[src/rtl/controle_parametrizado.sv]
// Multi-cycle instruction sequencer: IDLE -> T1 -> T2 -> T3 with Moore-decoded datapath strobes.
// Optional macro CONTROLE_PARAMETRIZADO_FAST_EN: REP/LDI/OUT/NOP jump IDLE -> T3 directly.
module controle_parametrizado #(
  parameter int unsigned REG_BITS = 3,
  localparam int unsigned NREGS   = 2**REG_BITS,
  localparam int unsigned IW      = 3 + 2*REG_BITS
) (
  input  logic                clock,
  input  logic                resetn,
  input  logic [IW-1:0]       iin,
  input  logic                iin_valid,
  output logic                iin_ready,
  input  logic                hold,
  output logic [REG_BITS-1:0] reg_address,
  output logic [NREGS-1:0]    regs_enable,
  output logic                reg_a_enable,
  output logic [1:0]          alu_op_select,
  output logic                alu_output_enable,
  output logic                alu_output_select,
  output logic                imm_select,
  output logic                out_enable,
  output logic                busy,
  output logic                done
);

  typedef enum logic [1:0] {IDLE, T1, T2, T3} state_t;

  state_t              state, state_next;
  logic [2:0]          opcode;
  logic [REG_BITS-1:0] rx, ry;
  logic                accept;
  logic                skip_to_t3;

  assign iin_ready = (state == IDLE) && !hold;
  assign accept    = iin_valid && iin_ready;

`ifdef CONTROLE_PARAMETRIZADO_FAST_EN
  // Non-ALU opcodes need neither the A nor the G latch, so T1/T2 are skipped.
  assign skip_to_t3 = iin[IW-1];
`else
  assign skip_to_t3 = 1'b0;
`endif

  always_ff @(posedge clock or negedge resetn) begin
    if (!resetn) begin
      state  <= IDLE;
      opcode <= '0;
      rx     <= '0;
      ry     <= '0;
    end else begin
      state <= state_next;
      if (accept) begin
        {opcode, rx, ry} <= iin;
      end
    end
  end

  always_comb begin
    state_next = state;
    if (!hold) begin
      unique case (state)
        IDLE:    if (accept) state_next = skip_to_t3 ? T3 : T1;
        T1:      state_next = T2;
        T2:      state_next = T3;
        T3:      state_next = IDLE;
        default: state_next = IDLE;
      endcase
    end
  end

  always_comb begin
    logic is_alu, writes_reg;
    is_alu            = !opcode[2];
    writes_reg        = (opcode != 3'b100) && (opcode != 3'b110);
    reg_address       = (state == T1) ? rx : ry;
    alu_op_select     = opcode[2] ? 2'b11 : opcode[1:0];
    reg_a_enable      = (state == T1);
    alu_output_enable = (state == T2);
    busy              = (state != IDLE);
    done              = (state == T3);
    alu_output_select = 1'b0;
    imm_select        = 1'b0;
    out_enable        = 1'b0;
    regs_enable       = '0;
    if (state == T3) begin
      alu_output_select = is_alu;
      imm_select        = (opcode == 3'b101);
      out_enable        = (opcode == 3'b100);
      if (writes_reg) regs_enable[rx] = 1'b1;
    end
  end

endmodule

[config.mk]
export PLATFORM = sky130hd
export DESIGN_NAME = controle_parametrizado
export DESIGN_NICKNAME = d
export VERILOG_FILES = /design/src/rtl/controle_parametrizado.sv
export SDC_FILE = /design/constraint.sdc
export NUM_CORES = 1
export LEC_CHECK = 0
export BUFFER_PORTS_ARGS = -buffer_cell sky130_fd_sc_hd__buf_4
export CAP_MARGIN = 20
export CORE_UTILIZATION = 43
export CTS_BUF_LIST = sky130_fd_sc_hd__clkbuf_16
export CTS_CLUSTER_DIAMETER = 150
export CTS_CLUSTER_SIZE = 8
export DETAILED_ROUTE_END_ITERATION = 7
export HOLD_SLACK_MARGIN = 0.02
export PLACE_DENSITY_LB_ADDON = 0.05
export SLEW_MARGIN = 40
export SYNTH_ARGS = -nofsm -noshare
export SYNTH_HDL_FRONTEND = slang
export SYNTH_SLANG_ARGS = --single-unit
[constraint.sdc]
create_clock -name clock -period 1.5 [get_ports clock]
set_input_delay 0.075 -clock clock [delete_from_list [all_inputs] [get_ports clock]]
set_output_delay 0.075 -clock clock [all_outputs]
set_load 0.1 [all_outputs]
==> impl_metrics.yaml, run 1 <==
yosys:
  synth_cell_type_count: 18
  synth_compound_area_share_pct: 0.768
  synth-seq-cells: 11
  netlist_instances: 59
  synth_fp_nets: 77
  synth_top_family_by_area: "multiplexers"
  netlist_area_um2: 652
  muxShareOfSynthArea_pct: 24.0
  synthSimpleGateAreaFrac_pct: 21.1
  yosys_warnings: 0
  synth_area_per_cell_um2: 11.0
  synth-xor-area-share_pct: 0
  ys_seq_area_share_pct: 42.2
  synth_fa_ha_area_share_pct: 9.60
outcome:
  status: "stopped before the end"
  tool.error: "[ERROR DPL-0033] detailed placement checks failed during check placement."
  lastStage: "clock tree synthesis (4_1_cts)"
clock_network:
  postCtsHoldBufs: 1
  clkSinkCount: 11
  clock_path_buffers: 2
  cts_resized: 36
  cts_root_buf: "clkbuf_16"
  htreeDepth: 1
  postCtsSetupRepairBufs: 2
  numCtsBuffers: 3
place:
  post-dp-hpwl_um: 1240
  dp_worst_setup_slack_ns: 0.00771
  place_congestion: 0.654
  port_buffers: 33
floorplan:
  die_w_um: 40.9
  dieHeight_um: 40.9
  initial_utilization_pct: 48.3
  num_io_pins: 34
  num_rows: 13
==> cells by family after synthesis <==
| kind of cell | after synthesis |
|---|---|
| compound gates | 1 |
| fa+ha+maj | 5 |
| buf+inv | 4 |
| flops | 11 |
| mux | 14 |
| simple gates | 24 |
==> per-stage QoR <==
step	instances	area (um2)	TNS (ns)	hold slack [ns]
2_1_floorplan	59	767	-6.72	-0.221
3_3_place_gp	112	1070	0	-0.0866
3_5_place_dp	112	1070	0	-0.0875
==> Yosys cell counts <==
| master | instances | area share (%) |
|---|---|---|
| nand2_1 | 3 | 1.7 |
| nor3b_1 | 1 | 1.2 |
| mux2i_1 | 1 | 1.5 |
| nor2b_1 | 1 | 0.96 |
| nand3b_1 | 1 | 1.2 |
| or3b_1 | 1 | 1.3 |
| nor2_1 | 7 | 4.0 |
| nand2b_1 | 2 | 1.9 |
| mux2_2 | 13 | 22 |
| nor3_1 | 3 | 2.3 |
| a21oi_1 | 1 | 0.77 |
| nand2_4 | 1 | 1.7 |
| inv_1 | 4 | 2.3 |
| ha_1 | 5 | 9.6 |
| nand3_1 | 1 | 0.77 |
| dfrtp_1 | 11 | 42 |
| or2_2 | 2 | 1.9 |
| nor2b_4 | 1 | 2.1 |
==> run 2, diff against run 1 <==
CORE_AREA = 2 2 63 65   (was default)
CORE_UTILIZATION = default   (was 43)
CTS_BUF_LIST = default   (was sky130_fd_sc_hd__clkbuf_16)
CTS_CLUSTER_DIAMETER = default   (was 150)
CTS_CLUSTER_SIZE = default   (was 8)
DIE_AREA = 0 0 65 67   (was default)
HOLD_SLACK_MARGIN = default   (was 0.02)
PLACE_DENSITY_LB_ADDON = 0.15   (was 0.05)
==> run 2 against run 1 <==
  * The flow now finishes, with violations (negative setup slack)
  * Synthesized area unchanged
  * Synthesized cell count unchanged
==> impl_metrics.yaml, run 2 <==
timing:
  setup_viol: 17
  finalCritPeriodShare_pct: 106
  tightest_slew_ns: 0.274
  rsz0062_at_grt: "yes"
  fmax_mhz: 626
  worst_slack_ns: -0.0962
  maxSlewViolCount: 0
  slew_headroom_pct: 81.7
  finClkSkew_ns: 0.00267
  fin_crit_ns: 1.60
  hold_viol_final: 0
yosys:
  netlist_area_um2: 652
  synth_fp_nets: 77
  synthTopCellsByCount: "13 x mux2_2, 11 x dfrtp_1, 7 x nor2_1"
  synth-seq-cells: 11
  synth_area_per_cell_um2: 11.0
  yosys_warnings: 0
  synth_top_area_share_pct: 42.2
  yosysTopAreaCell: "dfrtp_1"
  synth_area_leaders: "dfrtp_1 42%, mux2_2 22%, ha_1 9.6%"
  ys_seq_area_share_pct: 42.2
  netlist_instances: 59
  synth_edf_count: 0
  synth_cell_type_count: 18
  synth_flop_cell: "dfrtp_1"
  synth_most_common_cell: "mux2_2"
  synth_async_sr_flop_share_pct: 100
worst_setup_path:
  path_cells: "ha_4, or3b_4, nor2_4, buf_12"
  worst-path-buf-inv: 1
  crit_slowest_cell: "dfrtp_1"
  critical_path_class: "flop to output pin"
  cp-end-kind: "output pin"
  worstPathArrival_ns: 1.52
  required_ns: 1.42
  cp-startpoint: "state[1]$_DFFE_PN0P_"
  cp_top_family: "simple AND/OR/NAND/NOR gates"
  critPathMaxFanout: 3
  r2r-start: "state[0]$_DFFE_PN0P_"
  slowest_delay_ns: 0.43
  start_kind: "flop"
place:
  place_congestion: 0.692
  port_buffers: 33
  dp_worst_setup_slack_ns: 0.0242
  post-dp-hpwl_um: 1370
  placed_area_um2: 1120
final_layout:
  layout_commonest_cell: "buf_4"
  fill_cells: 358
  syn_to_final_growth_pct: 128
  top_regs: "opcode x3, rx x3, ry x3"
  final_area_um2: 1490
  layout_common_cells: "27 x buf_4, 15 x buf_12, 10 x dfrtp_1, 9 x mux2_2, 6 x nor2_4"
  utilization_pct: 41.2
  layout-drive-gt1-share_pct: 81.7
  nets: 128
  n_antenna_cell: 0
global_routing:
  grt_pass1_vias: 688
  grt_pass1_wl_um: 3170
  grt_max_degree: 12
  grt_overflow: 0
  grt_usage_pct: 9.75
  grt_antenna_before_repair: 0
floorplan:
  num_io_pins: 34
  initial_utilization_pct: 18.1
  num_rows: 22
  dieHeight_um: 67
  die_w_um: 65
  coreArea_um2: 3610
  die-area_um2: 4360
route:
  vias: 628
  dr.pass1.iters: 2
  ant_nets: 0
  drt_iter0_drc: 14
  drc: 0
  routedWlPerCell_um: 12.4
  vias_per_cell: 4.00
  routed_wirelength_um: 1950
run:
  drv_cap: 0
clock_network:
  cts_tree: "built"
  clk_latency_ns: 0.24
  htreeDepth: 1
  cts_root_buf: "clkbuf_8"
  clkTransAtPathRegs_ns: 0.05
  numCtsBuffers: 3
  clock_path_buffers: 2
  clkSinkCount: 11
worst_hold_path:
  hold_start: "iin[0]"
  hold_path.class: "primary input to flop"
outcome:
  violations: "negative setup slack"
  status: "complete, but fails checks"
run 2: cell counts after synthesis:
No cell type changed its count.
run 2: kinds of logic (layout without fill, tap and decap cells):
logic type / Yosys count / count (layout) / synth area share, %
compound gates: 1 / 1 / 0.767
fa+ha+maj: 5 / 5 / 9.60
buf+inv: 4 / 53 / 2.30
flops: 11 / 11 / 42.2
mux: 14 / 14 / 24.0
simple gates: 24 / 25 / 21.1
run 2: worst paths after layout:
path	slack (ns)	to	cells past startpoint
min in group asynchronous	0.21	ry[0]$_DFFE_PN0P_	2
worst min register to register	0.51	ry[0]$_DFFE_PN0P_	1
worst max-delay path	-0.1	regs_enable[4]	4
worst min-delay path	0.07	ry[0]$_DFFE_PN0P_	2
worst max register to register	-0.04	rx[0]$_DFFE_PN0P_	6
max in group asynchronous	1.13	state[0]$_DFFE_PN0P_	2
run 2: what timing repair did:
item	4_1_cts	5_1_grt
endpoints found under the setup margin	14	26
gates cloned	0	1
setup buffers	4	1
hold endpoints to repair	11	0
hold buffers	1	0
gates resized for setup	56	8
pin swaps	1	3
run 2: final cells by class:
class | instances | area [um2] | share of cell area [%]
well taps | 48 | 60.1 | 4.04
repair buffers | 45 | 536 | 36.1
clock buffers | 4 | 45.0 | 3.03
inverters | 4 | 17.5 | 1.18
multi-input cells | 45 | 551 | 37.1
flip-flops and latches | 11 | 277 | 18.6
run 2: worst reg2reg max path, delay by kind of cell (launching register included):
family                     cells  cell delay (ns)
buffers and inverters          2             0.18
adders and majority gates      1             0.12
and+or+nand+nor                2             0.37
muxes                          1             0.31
DFF                            1             0.45
run 2: per-layer routing:
| layer | routed length (um) | vias up | part of all wire, % | track usage (%) |
|---|---|---|---|---|
| met3 | 53 | 2 | 2.7 | 0.676 |
| met4 | 27 | 0 | 1.4 | 6.38 |
| li1 | - | 301 | - | - |
| met1 | 754 | 309 | 39 | 10.8 |
| met5 | 0 | - | 0 | 0 |
| met2 | 1110 | 16 | 57 | 17.9 |
run 2: through the flow:
stage / TNS (ns) / std cells / hold WS (ns)
after floorplan: -6.72 / 59 / -0.221
after global placement: 0 / 146 / -0.0813
after detailed placement: 0 / 146 / -0.0803
after CTS: -0.697 / 155 / 0.0642
after global routing: -1.87 / 157 / 0.0675
final: -0.668 / 157 / 0.0680
Power of run 2 is left out: the tool's default activity adds up to more than one toggle a clock period on the data nets, which glitch-free logic cannot reach.
==> run 3, diff against run 2 <==
TNS_END_PERCENT = 5   (was default)
==> run 3 against run 2 <==
  * The flow still finishes with violations (negative setup slack)
  * Utilization is 3.3 points lower
  * First-iteration DRC count increased by 100%
  * Hold slack better by 0.0033 ns
  * Flip-flop and latch count stayed put
  * Die area unchanged
  * Non-clock buffer count fell by 3
  * Critical path depth unchanged
  * Routed wire length is 9.0% lower
  * Highest routed layer unchanged
==> impl_metrics.yaml, run 3 (synthesis gave the netlist of run 2 again) <==
route:
  routedWlPerCell_um: 11.6
  drt_iter0_drc: 28
  vias: 607
  routed_wirelength_um: 1770
  dr.pass1.iters: 4
  ant_nets: 0
  vias_per_cell: 3.97
  drc: 0
global_routing:
  grt.busiest_layer: "met2"
  grt_pass1_wl_um: 2950
  grt_usage_pct: 9.21
  grt_overflow: 0
  grt.met2_usage_pct: 15.9
  use_met3_pct: 1.86
  grt_pass1_vias: 645
  grt_antenna_before_repair: 0
  grt_max_degree: 12
  met1_usage_pct: 10.5
floorplan:
  num_io_pins: 34
  die-area_um2: 4360
  die_w_um: 65
  initial_utilization_pct: 18.1
  num_rows: 22
  coreArea_um2: 3610
  dieHeight_um: 67
final_layout:
  syn_to_final_growth_pct: 110
  top_regs: "opcode x3, rx x3, ry x3"
  n_antenna_cell: 0
  stdcell_count: 153
  utilization_pct: 37.9
  layout_common_cells: "25 x buf_4, 13 x mux2_2, 10 x buf_12, 9 x dfrtp_1"
  nets: 124
  regArea_um2: 278
  layout_commonest_cell: "buf_4"
  fill_cells: 370
  multi_input_area_um2: 504
  layout-drive-gt1-share_pct: 81.0
place:
  port_buffers: 33
  post-dp-hpwl_um: 1350
  place_congestion: 0.672
  dp_cells: 145
run:
  drv_cap: 0
timing:
  tightest_slew_ns: 0.414
  worst_slack_ns: -0.0561
  rsz0062_at_grt: "yes"
  finClkSkew_ns: 0.00252
  setup_viol: 12
  hold-worst-slack_ns: 0.0713
  maxSlewViolCount: 0
  finalCritPeriodShare_pct: 104
  hold_viol_final: 0
  fin_crit_ns: 1.56
  fmax_mhz: 643
  slew_headroom_pct: 72.4
worst_setup_path:
  start_kind: "flop"
  required_ns: 1.42
  worstPathArrival_ns: 1.48
  cp-end-kind: "output pin"
  critPathMaxFanout: 3
  critical_path_class: "flop to output pin"
clock_network:
  numCtsBuffers: 3
  cts_tree: "built"
  clock_path_buffers: 2
  htreeDepth: 1
  clk_latency_ns: 0.23
  clkSinkCount: 11
  cts_root_buf: "clkbuf_8"
  clkTransAtPathRegs_ns: 0.05
outcome:
  status: "complete, but fails checks"
  violations: "negative setup slack"
worst_hold_path:
  hold_path.class: "primary input to flop"
==> run 3: path summary, 6_finish.rpt <==
path	start	depth (start not counted)	to	slack, ns
setup / recovery	state[1]$_DFFE_PN0P_	4	regs_enable[4]	-0.06
hold / removal	iin[4]	2	rx[1]$_DFFE_PN0P_	0.07
setup reg to reg	state[0]$_DFFE_PN0P_	6	ry[2]$_DFFE_PN0P_	-0.01
hold reg to reg	ry[0]$_DFFE_PN0P_	1	ry[0]$_DFFE_PN0P_	0.50
max in group asynchronous	resetn	2	state[0]$_DFFE_PN0P_	1.10
min in group asynchronous	resetn	2	ry[1]$_DFFE_PN0P_	0.24
==> run 3: cell type report <==
class	count	share of cell area (%)
well taps	48	4.39
repair buffers	42	34.0
flip-flops and latches	11	20.3
clock buffers	4	3.29
inverters	4	1.10
multi-input cells	44	36.9
==> run 3: critical path, stage by stage (launching register included) <==
cell	delay, ns
dfrtp_2	0.40
ha_4	0.14
or3b_4	0.40
nor2_4	0.12
buf_12	0.18
==> run 3: timing repair <==
item	in CTS	in global routing
hold endpoints to repair	11	0
setup endpoints to repair	16	25
buffers inserted	3	0
pin swaps	1	0
gates resized for setup	31	14
hold buffers	1	0
==> run 3: metrics by stage <==
stage / area (um2) / worst slack (ns) / setup TNS [ns]
finish: 1370 / -0.0561 / -0.304
CTS: 1310 / -0.0627 / -0.479
floorplan: 767 / -0.349 / -6.73
global placement: 1110 / 0.0345 / 0
detailed placement: 1110 / 0.00423 / 0
global route: 1370 / -0.107 / -1.78
==> run 3: metal layers <==
layer	up-vias	share of wire (%)
li1	292	-
met1	291	38
met2	19	55
met3	5	4.0
met4	0	2.9
met5	-	0
Power of run 3 is left out for the same reason.
